$ cat src/rtl/mem_arb_pkg.sv
// Shared types and default sizing for the two-requester memory arbiter.
package mem_arb_pkg;

  // Sequencer states: accept in IDLE, drive strobes in ISSUE, count read latency in WAIT.
  typedef enum logic [1:0] {
    IDLE  = 2'd0,
    ISSUE = 2'd1,
    WAIT  = 2'd2
  } state_t;

  localparam int DEF_ADDR_W     = 4;
  localparam int DEF_DATA_W     = 16;
  localparam int DEF_MEM_RD_LAT = 1;

  // One-hot encoding of a requester index, used for gnt and rsp_valid.
  function automatic logic [1:0] onehot2(input logic idx);
    return idx ? 2'b10 : 2'b01;
  endfunction

endpackage

$ cat src/rtl/mem_arb_rr.sv
// Combinational 2-way picker. The "last granted" pointer is held by the caller;
// with fixed_prio set, requester 0 always wins a tie and last is ignored.
module mem_arb_rr (
  input  logic [1:0] req,
  input  logic       last,
  input  logic       fixed_prio,
  output logic       winner
);

  // Tie goes to the requester not granted last (or to 0 under fixed priority).
  always_comb begin
    winner = 1'b0;
    if (req == 2'b11) begin
      winner = fixed_prio ? 1'b0 : ~last;
    end else if (req == 2'b10) begin
      winner = 1'b1;
    end
  end

endmodule

$ cat src/rtl/mem_arbiter.sv
// Two-requester arbiter/sequencer in front of a single-port memory.
// One transaction in flight; a write completes 2 cycles after its request is
// seen, a read 2+MEM_RD_LAT cycles after.
// Build option: MEM_ARB_FIXED_PRIO_EN selects strict priority (requester 0 wins
// ties, no round-robin pointer); left undefined, ties alternate round-robin.
module mem_arbiter
  import mem_arb_pkg::*;
#(
  parameter int ADDR_W     = DEF_ADDR_W,
  parameter int DATA_W     = DEF_DATA_W,
  parameter int MEM_RD_LAT = DEF_MEM_RD_LAT
) (
  input  logic                clk,
  input  logic                reset,
  input  logic [1:0]          req,
  input  logic [1:0]          req_we,
  input  logic [2*ADDR_W-1:0] req_addr,
  input  logic [2*DATA_W-1:0] req_wdata,
  output logic [1:0]          gnt,
  output logic [1:0]          rsp_valid,
  output logic [DATA_W-1:0]   rsp_data,
  output logic                mem_cs,
  output logic                mem_op_en,
  output logic                mem_wr_en,
  output logic [ADDR_W-1:0]   mem_addr,
  output logic [DATA_W-1:0]   mem_wdata,
  input  logic [DATA_W-1:0]   mem_rdata
);

  // Counter must hold MEM_RD_LAT itself; it counts down to 1.
  localparam int CNT_W = (MEM_RD_LAT < 1) ? 1 : $clog2(MEM_RD_LAT + 1);

  state_t              r_state;
  logic [CNT_W-1:0]    r_cnt;
  logic                r_cur;
  logic [1:0]          r_gnt;
  logic [1:0]          r_rsp_valid;
  logic [DATA_W-1:0]   r_rsp_data;
  logic                r_cs;
  logic                r_op_en;
  logic                r_wr_en;
  logic [ADDR_W-1:0]   r_addr;
  logic [DATA_W-1:0]   r_wdata;

  logic                w_winner;
  logic                w_any;
  logic                w_last;
  logic                w_fixed;
  logic                w_sel_we;
  logic [ADDR_W-1:0]   w_sel_addr;
  logic [DATA_W-1:0]   w_sel_wdata;

  assign w_any = |req;

`ifdef MEM_ARB_FIXED_PRIO_EN
  assign w_last  = 1'b1;
  assign w_fixed = 1'b1;
`else
  logic r_last;

  // Round-robin pointer: remembers the requester granted most recently.
  always_ff @(posedge clk or posedge reset) begin
    if (reset) begin
      r_last <= 1'b1;
    end else if (r_state == IDLE && w_any) begin
      r_last <= w_winner;
    end
  end

  assign w_last  = r_last;
  assign w_fixed = 1'b0;
`endif

  mem_arb_rr u_rr (
    .req        (req),
    .last       (w_last),
    .fixed_prio (w_fixed),
    .winner     (w_winner)
  );

  // Command fields of the winning requester.
  assign w_sel_we    = w_winner ? req_we[1] : req_we[0];
  assign w_sel_addr  = w_winner ? req_addr[2*ADDR_W-1:ADDR_W] : req_addr[ADDR_W-1:0];
  assign w_sel_wdata = w_winner ? req_wdata[2*DATA_W-1:DATA_W] : req_wdata[DATA_W-1:0];

  // Sequencer: arbitrate in IDLE, strobe memory for one cycle, wait out read latency.
  always_ff @(posedge clk or posedge reset) begin
    if (reset) begin
      r_state     <= IDLE;
      r_cnt       <= '0;
      r_cur       <= 1'b0;
      r_gnt       <= '0;
      r_rsp_valid <= '0;
      r_rsp_data  <= '0;
      r_cs        <= 1'b0;
      r_op_en     <= 1'b0;
      r_wr_en     <= 1'b0;
      r_addr      <= '0;
      r_wdata     <= '0;
    end else begin
      // Completion is a single-cycle pulse.
      r_rsp_valid <= '0;
      case (r_state)
        IDLE: begin
          if (w_any) begin
            r_gnt   <= onehot2(w_winner);
            r_cs    <= 1'b1;
            r_op_en <= 1'b1;
            r_wr_en <= w_sel_we;
            r_addr  <= w_sel_addr;
            r_wdata <= w_sel_wdata;
            r_cur   <= w_winner;
            r_state <= ISSUE;
          end
        end
        ISSUE: begin
          // Memory samples the command at the end of this cycle; address/data hold.
          r_gnt   <= '0;
          r_cs    <= 1'b0;
          r_op_en <= 1'b0;
          r_wr_en <= 1'b0;
          if (r_wr_en) begin
            r_rsp_valid[r_cur] <= 1'b1;
            r_state            <= IDLE;
          end else begin
            r_cnt   <= CNT_W'(MEM_RD_LAT);
            r_state <= WAIT;
          end
        end
        WAIT: begin
          if (r_cnt == CNT_W'(1)) begin
            r_rsp_data         <= mem_rdata;
            r_rsp_valid[r_cur] <= 1'b1;
            r_state            <= IDLE;
          end else begin
            r_cnt <= r_cnt - CNT_W'(1);
          end
        end
        default: begin
          r_state <= IDLE;
        end
      endcase
    end
  end

  assign gnt       = r_gnt;
  assign rsp_valid = r_rsp_valid;
  assign rsp_data  = r_rsp_data;
  assign mem_cs    = r_cs;
  assign mem_op_en = r_op_en;
  assign mem_wr_en = r_wr_en;
  assign mem_addr  = r_addr;
  assign mem_wdata = r_wdata;

endmodule

$ cat config.mk
export PLATFORM = sky130hd
export DESIGN_NAME = mem_arbiter
export DESIGN_NICKNAME = d
export VERILOG_FILES = /design/src/rtl/mem_arb_pkg.sv /design/src/rtl/mem_arb_rr.sv /design/src/rtl/mem_arbiter.sv
export SDC_FILE = /design/constraint.sdc
export NUM_CORES = 1
export LEC_CHECK = 0
export CORE_UTILIZATION = 36
export DETAILED_ROUTE_END_ITERATION = 16
export PLACE_DENSITY_LB_ADDON = 0.05
export SYNTH_ARGS = -nofsm -noshare
export SYNTH_HDL_FRONTEND = slang
export SYNTH_SLANG_ARGS = --single-unit
$ cat constraint.sdc
create_clock -name clk -period 1.71 [get_ports clk]
set_input_delay 0.513 -clock clk [delete_from_list [all_inputs] [get_ports clk]]
set_output_delay 0.513 -clock clk [all_outputs]
set_load 0.005 [all_outputs]
Yosys cells after proc, flatten, opt, wreduce, memory -nomap -nowiden --
Cells that the tools add are included.
Operators by class: $add $sub $neg 1, multipliers 0, div/mod/pow operators 0, order comparisons 2, equality and inequality tests 7, shift operators 0, multiplexer cells 24, bitwise gates (word level) 1, reduce and logical (&&, ||, !) cells 11
Operators with widths (count):
- $mux W16 | 1
- $mux W2 | 7
- $reduce_and A2 Y1 | 5
- $mux W1 | 8
- $pmux W2 S2 | 2
- $eq A2 B2 Y1 const B | 3
- $ne A2 B2 Y1 const B | 3
- $pmux W1 S2 | 3
- $pmux W2 S3 | 1
- $mux W4 | 1
- $reduce_bool A2 Y1 | 2
- $eq A2 B1 Y1 const B | 1
- $logic_and A1 B1 Y1 | 2
- $logic_not A2 Y1 | 1
- $lt A1 B2 Y1 const B | 1
- $reduce_or A2 Y1 | 1
- $demux W1 S1 | 1
- $ge A1 B1 Y1 const B | 1
- $not A1 Y1 | 1
- $sub A1 B1 Y1 const B | 1
Word-level totals: flip-flop bits (word level) 47, bits in latches 0, bits in writable memories 0, ROM bits 0, output and inout bits 43, word-level logic and storage cells 57, memories 0

Logic depth before layout (Yosys ltp) --
Gate-level depths: netlist (run 1).
depth after elaboration 6, depth in mapped cells 6, depth with buffers taken out 5

By module --
From an unflattened synthesis (run 1), not the netlist that was laid out.
Unflattened totals: cells, all modules 172, area, all modules 2074.5 µm²
Modules (own cells, without submodules):
- mem_arbiter | instances 1, cells each 170, area an instance 2063.2 µm²
- mem_arb_rr | instances 1, cells each 2, area an instance 11.3 µm²

Least setup slack after synthesis (run 1) --
OpenSTA, ideal clock, no wires.
path kind register to register, from register r_state[0], to register r_state[0], arrival time 1538 ps, required time 1585 ps, slack 47 ps, stages on the path, launching flop included 6, path buffers 0, clock period less this slack 1663 ps, cell sequence dfrtp_1 > inv_1 > ha_1 > or3b_1 > a21boi_4 > mux2_4
On the way: cells in the longest elaborated chain, start to end 3, elaborated cells on any way between the ends 7, those cells by class eq/ne: 4; mux: 1; reduce/logical: 2
Ends and longest elaborated chain:
- from (decl) | line mem_arbiter.sv:33 | state_t r_state;
- from (signal assigned) | line mem_arbiter.sv:89 | r_state <= IDLE;
- from (signal assigned) | line mem_arbiter.sv:113 | r_state <= ISSUE;
- from (signal assigned) | line mem_arbiter.sv:124 | r_state <= IDLE;
- $eq A2 B2 Y1 / $logic_not A2 Y1 (equally long branches) | line mem_arbiter.sv:103 | case (r_state)
- $ne A2 B2 Y1 (no source line)
- $reduce_and A2 Y1 (no source line)
Parallel ways exist; a longest one is shown, timed or not. A chain may end at the register's enable or synchronous reset.

Worst setup path in the final report (run 1) --
from register r_wr_en (netlist: mem_wr_en), to output port mem_wr_en
RTL lines:
- from (decl) | line mem_arbiter.sv:41 | logic r_wr_en;
- from (signal assigned) | line mem_arbiter.sv:109 | r_wr_en <= w_sel_we;
- to (decl) | line mem_arbiter.sv:24 | output logic mem_wr_en,
No word-level cell between the ends.

==> results of run 1 <==
cells by family (layout without fill, tap and decap cells):
family	after synthesis	after routing	share of synthesized area (%)
DFF	47	47	56.7
AOI/OAI and AO/OA	34	34	10.6
muxes	39	39	20.5
buffers and inverters	14	132	3.49
and+or+nand+nor	29	29	5.72
adders and majority gates	5	5	3.01
power groups by stage:
stage	clock network (mW)	registers (mW)	logic, mW
detailed placement	0	1.94	2.56
finish	0.834	1.89	2.49
global placement	0	1.92	2.54
floorplan	0	1.97	1.06
CTS	0.854	1.91	2.59
global route	0.919	1.97	2.73
sequential cells by signal, indices dropped and copies added (netlist names):
signal,count
rsp_valid,2
r_state,2
gnt,2
mem_wdata,16
r_cur,1
mem_op_en,1
r_last,1
rsp_data,16
mem_wr_en,1
mem_addr,4
r_cnt,1
through the flow:
step           cells  setup TNS (ns)  util, %  setup slack (ns)
2_1_floorplan    168               0        -            0.0469
3_3_place_gp     346           -3.22     59.4            -0.216
3_5_place_dp     346           -3.67     59.4            -0.240
4_1_cts          355               0     61.7           0.00115
5_1_grt          358               0     63.5          0.000397
6_report         358               0     63.5            0.0305
worst min path at each step:
stage / from / to / slack, ns / cells after the start
6_report: reset / rsp_data[6] / 0.44 / 2
5_1_grt: reset / rsp_data[2] / 0.44 / 2
4_1_cts: reset / rsp_data[0] / 0.44 / 2
3_5_place_dp: r_cur / rsp_valid[0] / 0.44 / 1
3_3_place_gp: r_cur / rsp_valid[0] / 0.43 / 1
2_1_floorplan: r_cur / rsp_valid[0] / 0.41 / 1
placed cells by master, fill, tap and decap left out:
| cell type | Yosys | routed |
|---|---|---|
| and3_1 | 1 | 1 |
| mux2i_1 | 20 | 20 |
| nand2_1 | 24 | 24 |
| o21ai_2 | 0 | 1 |
| a21o_1 | 1 | 1 |
| dfrtp_1 | 46 | 46 |
| nor2_1 | 2 | 2 |
| a31oi_1 | 1 | 1 |
| a32o_1 | 2 | 2 |
| a21boi_4 | 1 | 1 |
| ha_1 | 5 | 5 |
| mux2_4 | 3 | 3 |
| inv_1 | 5 | 4 |
| clkinv_2 | 0 | 1 |
| o21ai_0 | 21 | 21 |
| buf_12 | 0 | 4 |
| a21oi_1 | 1 | 1 |
| o21a_1 | 1 | 1 |
| a21bo_1 | 1 | 1 |
| dlymetal6s2s_1 | 0 | 30 |
| a22o_1 | 3 | 3 |
| clkdlybuf4s50_1 | 0 | 74 |
| clkbuf_8 | 0 | 6 |
| a211o_1 | 1 | 1 |
| inv_2 | 0 | 1 |
| nor2b_1 | 1 | 1 |
| or3b_4 | 0 | 1 |
| bufinv_16 | 0 | 1 |
| buf_4 | 3 | 11 |
| mux2_2 | 16 | 16 |
| dfstp_2 | 1 | 1 |
final cells by class:
| type | instances | area [µm²] | share of cell area (%) |
|---|---|---|---|
| timing repair buffer | 119 | 1280 | 36.4 |
| sequential | 47 | 1180 | 33.5 |
| multi-input combinational | 107 | 833 | 23.7 |
| tap | 72 | 90.1 | 2.56 |
| clock buffer | 6 | 82.6 | 2.35 |
| clock inverter | 2 | 35.0 | 0.996 |
| inverter | 5 | 18.8 | 0.534 |
per-layer routing:
layer	vias to the layer above	share of wire [%]	track usage, %
li1	814	-	-
met1	771	39	17.5
met2	60	51	28.8
met3	6	8.8	5.88
met4	0	1.2	5.56
met5	-	0	0
timing repair:
item | CTS | global route
resized for setup | 0 | 31
setup endpoints to repair | 1 | 32
setup buffers | 1 | 3
==> flow_summary_export.csv, run 1 <==
group,metric,value,unit
floorplanning,num_rows,27,
timing,max_freq,595,MHz
setup_path,r2r_cells,5,
yosys,synth_most_common_cell,"dfrtp_1",
timing,hold_viol_final,0,
finish,n_fill_cell,481,
grt,grt_overflow,0,
setup_path,critPathMaxStageDelay,0.51,ns
clocking,path_clk_slew,0.08,ns
yosys,synth_cell_types,27,
timing,hold_ws,0.443,ns
yosys,yosysSeqAreaShare,56.7,%
setup_path,start_kind,"register",
setup_path,critical_path.cell_chain,"clkdlybuf4s50_1",
route,viasPerCell,4.61,
yosys,synth.area.top_cells,"dfrtp_1 (55%), mux2i_1 (9.6%), mux2_2 (8.7%)",
setup_path,cp_max_fo,2,
setup_path,worstPathArrival,1.17,ns
yosys,yosysTopAreaCellShare,55.4,%
grt,grt_usage,16.1,%
setup_path,regToRegSetupSlack,0.10,ns
clocking,max-clock-path-buffers,2,
floorplanning,initial_utilization,37.5,%
power_and_ir_drop,report.power.total,5.21,mW
clocking,ctsHoldBuffers,0,
timing,min_period,1.68,ns
setup_path,endpoint,"mem_wr_en",
timing,grt_setup_unrepaired,"no",
timing,maxSlewViolCount,0,
timing,setup_viol,0,
route,drt_iter0_markers,90,
floorplanning,dieWidth,78.0,µm
timing,slew_headroom,68.7,%
status,outcome,"complete, no violations",
floorplanning,die-height,78.0,µm
yosys,ys_top_cells_by_count,"dfrtp_1 (46), nand2_1 (24), o21ai_0 (21)",
setup_path,cp_top_family,"buffers and inverters",
finish,final_nets,352,
yosys,synth_seq_cells,47,
grt,grt_pass1_vias,1730,
placed_design,portBuffers,104,
yosys,ys_warn_count,0,
yosys,syn_inst,168,
power_and_ir_drop,power.share.clock,16.0,%
power_and_ir_drop,combPwrFrac,47.8,%
timing,finClkSkew,0.00368,ns
setup_path,path_depth,1,
power_and_ir_drop,p_int,3.68,mW
timing,worst_slew_pin_slew,0.465,ns
route,drc,0,
setup_path,cp_slowest_cell,"clkdlybuf4s50_1",
worst_hold_path,hp-class,"primary input to asynchronous set/reset pin",
finish,diodes,0,
clocking,cts_made_buffers,5,
yosys,synth_nets,235,
yosys,ys.flop_type,"dfrtp_1",
setup_path,cp_data_required_time,1.20,ns
clocking,h-tree-depth,2,
grt,antenna_found_initial,0,
power_and_ir_drop,seq_power_share,36.2,%
finish,synthToLayoutAreaGrowth,69.3,%
power_and_ir_drop,power.density,1480,mW/mm²
yosys,netlist_area,0.00208,mm²
placed_design,placed_area,0.00329,mm²
route,dr.pass1.iters,2,
setup_path,cp-end-kind,"primary output",
route,via_count,1651,
placed_design,hpwlAfterDp,3390,µm
route,totalWireLength,4490,µm
setup_path,cp.buffers_inverters,1,
yosys,avgSynthCellArea,12.4,µm²
yosys,synth_edf_count,0,
setup_path,r2r_start,"r_state[0]",
finish,drive_above_1_share,16.4,%
route,drtAntennaViolNets,0,
clocking,cts_tree,"done",
grt,grt_max_degree,42,
timing,fin_crit_sh,98.2,%
job,cap_violations,0,
grt,grt_pass1_wl,7580,µm
setup_path,worstSetupPathType,"register to primary output",
setup_path,crit_start,"mem_wr_en",
yosys,yosys.area.top_type,"dfrtp_1",
route,wire_per_inst,12.5,µm
clocking,cts.sinks,47,
power_and_ir_drop,swShare,29.3,%
power_and_ir_drop,p_leak,1.89,nW
floorplanning,pin_count,105,
power_and_ir_drop,peakVddDrop,0.000605,V
clocking,clk_latency,0.29,ns
floorplanning,core,0.00554,mm²
placed_design,routabilityCongestion,0.705,
clocking,cts-root-buf,"clkbuf_8",
yosys,ys_async_sr_fraction,100,%
setup_path,rr_endpoint,"r_state[1]",
floorplanning,die_area,0.00608,mm²
power_and_ir_drop,p_switching,1.53,mW
finish,final_cell_area,0.00352,mm²
(Power assumes the default switching activity.)
==> run 2, diff against run 1 <==
--- a/config.mk
+++ b/config.mk
@@ -7,7 +7,7 @@
 export LEC_CHECK = 0
 export CORE_UTILIZATION = 36
 export DETAILED_ROUTE_END_ITERATION = 16
-export PLACE_DENSITY_LB_ADDON = 0.05
+export PLACE_DENSITY = 0.76
 export SYNTH_ARGS = -nofsm -noshare
 export SYNTH_HDL_FRONTEND = slang
 export SYNTH_SLANG_ARGS = --single-unit
==> flow_summary_export.csv, run 2 (synthesis gave the netlist of run 1 again) <==
group,metric,value,unit
placed_design,routabilityCongestion,0.685,
grt,grt_pass1_vias,1599,
job,cap_violations,0,
worst_hold_path,min_path_cells,1,
clocking,cts_made_buffers,5,
power_and_ir_drop,swShare,30.1,%
floorplanning,dieWidth,78.0,µm
route,wire_per_inst,12.2,µm
route,wl_met2,2190,µm
grt,grt_overflow,0,
timing,slew_headroom,74.4,%
setup_path,cp.buffers_inverters,1,
setup_path,r2r_start,"r_state[1]",
power_and_ir_drop,combPwrFrac,50.2,%
worst_hold_path,hp-class,"register to register",
floorplanning,num_rows,27,
clocking,max-clock-path-buffers,2,
floorplanning,initial_utilization,37.5,%
setup_path,cp_slowest_cell,"clkdlybuf4s50_1",
timing,worst_slew_pin_slew,0.380,ns
power_and_ir_drop,power.share.clock,12.4,%
setup_path,cp_top_family,"buffers and inverters",
timing,fin_crit_sh,97.4,%
status,outcome,"complete, no violations",
timing,max_freq,601,MHz
timing,hold_viol_final,0,
finish,synthToLayoutAreaGrowth,68.3,%
grt,grt_max_degree,41,
finish,finalNonFillerCells,362,
route,via_count,1635,
setup_path,worstSetupPathType,"register to primary output",
setup_path,cp-end-kind,"primary output",
route,drtAntennaViolNets,0,
setup_path,critPathMaxStageDelay,0.51,ns
route,viasPerCell,4.52,
clocking,cts.sinks,47,
floorplanning,pin_count,105,
finish,n_fill_cell,479,
power_and_ir_drop,seq_power_share,37.4,%
power_and_ir_drop,peakVddDrop,0.000661,V
setup_path,rr_endpoint,"r_state[0]",
timing,min_period,1.66,ns
grt,grt_usage,15.8,%
clocking,h-tree-depth,2,
finish,final_cell_area,0.00349,mm²
route,wl_met1,1740,µm
placed_design,dp.cells,345,
setup_path,regToRegSetupSlack,0.05,ns
timing,maxSlewViolCount,0,
clocking,cts_tree,"done",
setup_path,start_kind,"register",
worst_hold_path,holdPathEnd,"rsp_valid[0]",
finish,final_nets,356,
placed_design,hpwlAfterDp,3350,µm
setup_path,worstPathArrival,1.15,ns
placed_design,portBuffers,104,
grt,grt_pass1_wl,7310,µm
timing,hold_ws,0.442,ns
finish,final_common_cell,"clkdlybuf4s50_1",
power_and_ir_drop,p_int,3.57,mW
setup_path,cp_max_fo,2,
timing,setup_viol,0,
power_and_ir_drop,report.power.total,5.10,mW
setup_path,cp_data_required_time,1.20,ns
route,totalWireLength,4420,µm
power_and_ir_drop,p_leak,1.83,nW
timing,tns,0,ns
route,dr.pass1.iters,3,
power_and_ir_drop,power.density,1460,mW/mm²
floorplanning,core,0.00554,mm²
route,drt_iter0_markers,30,
clocking,clk_latency,0.29,ns
placed_design,placed_area,0.00328,mm²
floorplanning,die_area,0.00608,mm²
power_and_ir_drop,p_switching,1.54,mW
route,drc,0,
setup_path,critical_path.cell_chain,"clkdlybuf4s50_1",
route,top_layer,"met4",
timing,finClkSkew,0.00246,ns
worst_hold_path,hold_start,"r_cur",
floorplanning,die-height,78.0,µm
grt,antenna_found_initial,0,
clocking,path_clk_slew,0.08,ns
finish,drive_above_1_share,17.6,%
clocking,cts-root-buf,"clkbuf_8",
finish,diodes,0,
setup_path,r2r_cells,5,
route,wl_met3,438,µm
finish,final_cell_mix,"clkdlybuf4s50_1 (80), dfrtp_1 (46), nand2_1 (24)",
## run 2: metal layers
| metal | vias up | global-route usage [%] |
|---|---|---|
| met5 | - | 0 |
| met4 | 0 | 5.37 |
| met3 | 5 | 7.88 |
| met2 | 71 | 26.3 |
| met1 | 733 | 17.4 |
| li1 | 826 | - |
## run 2: how the worst max path moves through the flow
stage / start / endpoint / slack, ns / depth (start not counted)
global placement: req[1] / r_state[1] / -0.22 / 4
floorplan: r_state[0] / r_state[0] / 0.05 / 5
finish: gnt[0] / gnt[0] / 0.05 / 1
detailed placement: req[1] / r_state[1] / -0.25 / 4
global route: gnt[0] / gnt[0] / -0.01 / 1
CTS: mem_wdata[5] / mem_wdata[5] / 0.008 / 1
## run 2: what timing repair did
item                       4_1_cts  5_1_grt
resized for setup                1       25
setup endpoints to repair        2       27
pin swaps                        0        0
hold buffers                     0        0
buffers inserted                 1        8
## run 2: power groups by stage
| stage | registers, mW | clock network [mW] | logic (mW) |
|---|---|---|---|
| finish | 1.91 | 0.632 | 2.56 |
| global route | 1.97 | 0.708 | 2.83 |
| CTS | 1.93 | 0.660 | 2.55 |
| detailed placement | 1.95 | 0 | 2.53 |
| global placement | 1.93 | 0 | 2.49 |
| floorplan | 1.97 | 0 | 1.06 |
## run 2: through the flow
stage	setup slack, ns	utilization (%)
floorplan	0.0469	-
global placement	-0.223	59.3
global route	-0.00987	63.1
CTS	0.00825	60.9
finish	0.0450	63.1
detailed placement	-0.254	59.3
## run 2: area by class of cell
class	instances	area [µm²]	share of cell area, %
Inverter	5	18.8	0.537
Clock buffer	6	72.6	2.08
Timing Repair Buffer	123	1290	36.9
Clock inverter	2	12.5	0.358
Sequential cell	47	1180	33.7
Multi-Input combinational cell	107	833	23.8
Tap cell	72	90.1	2.58
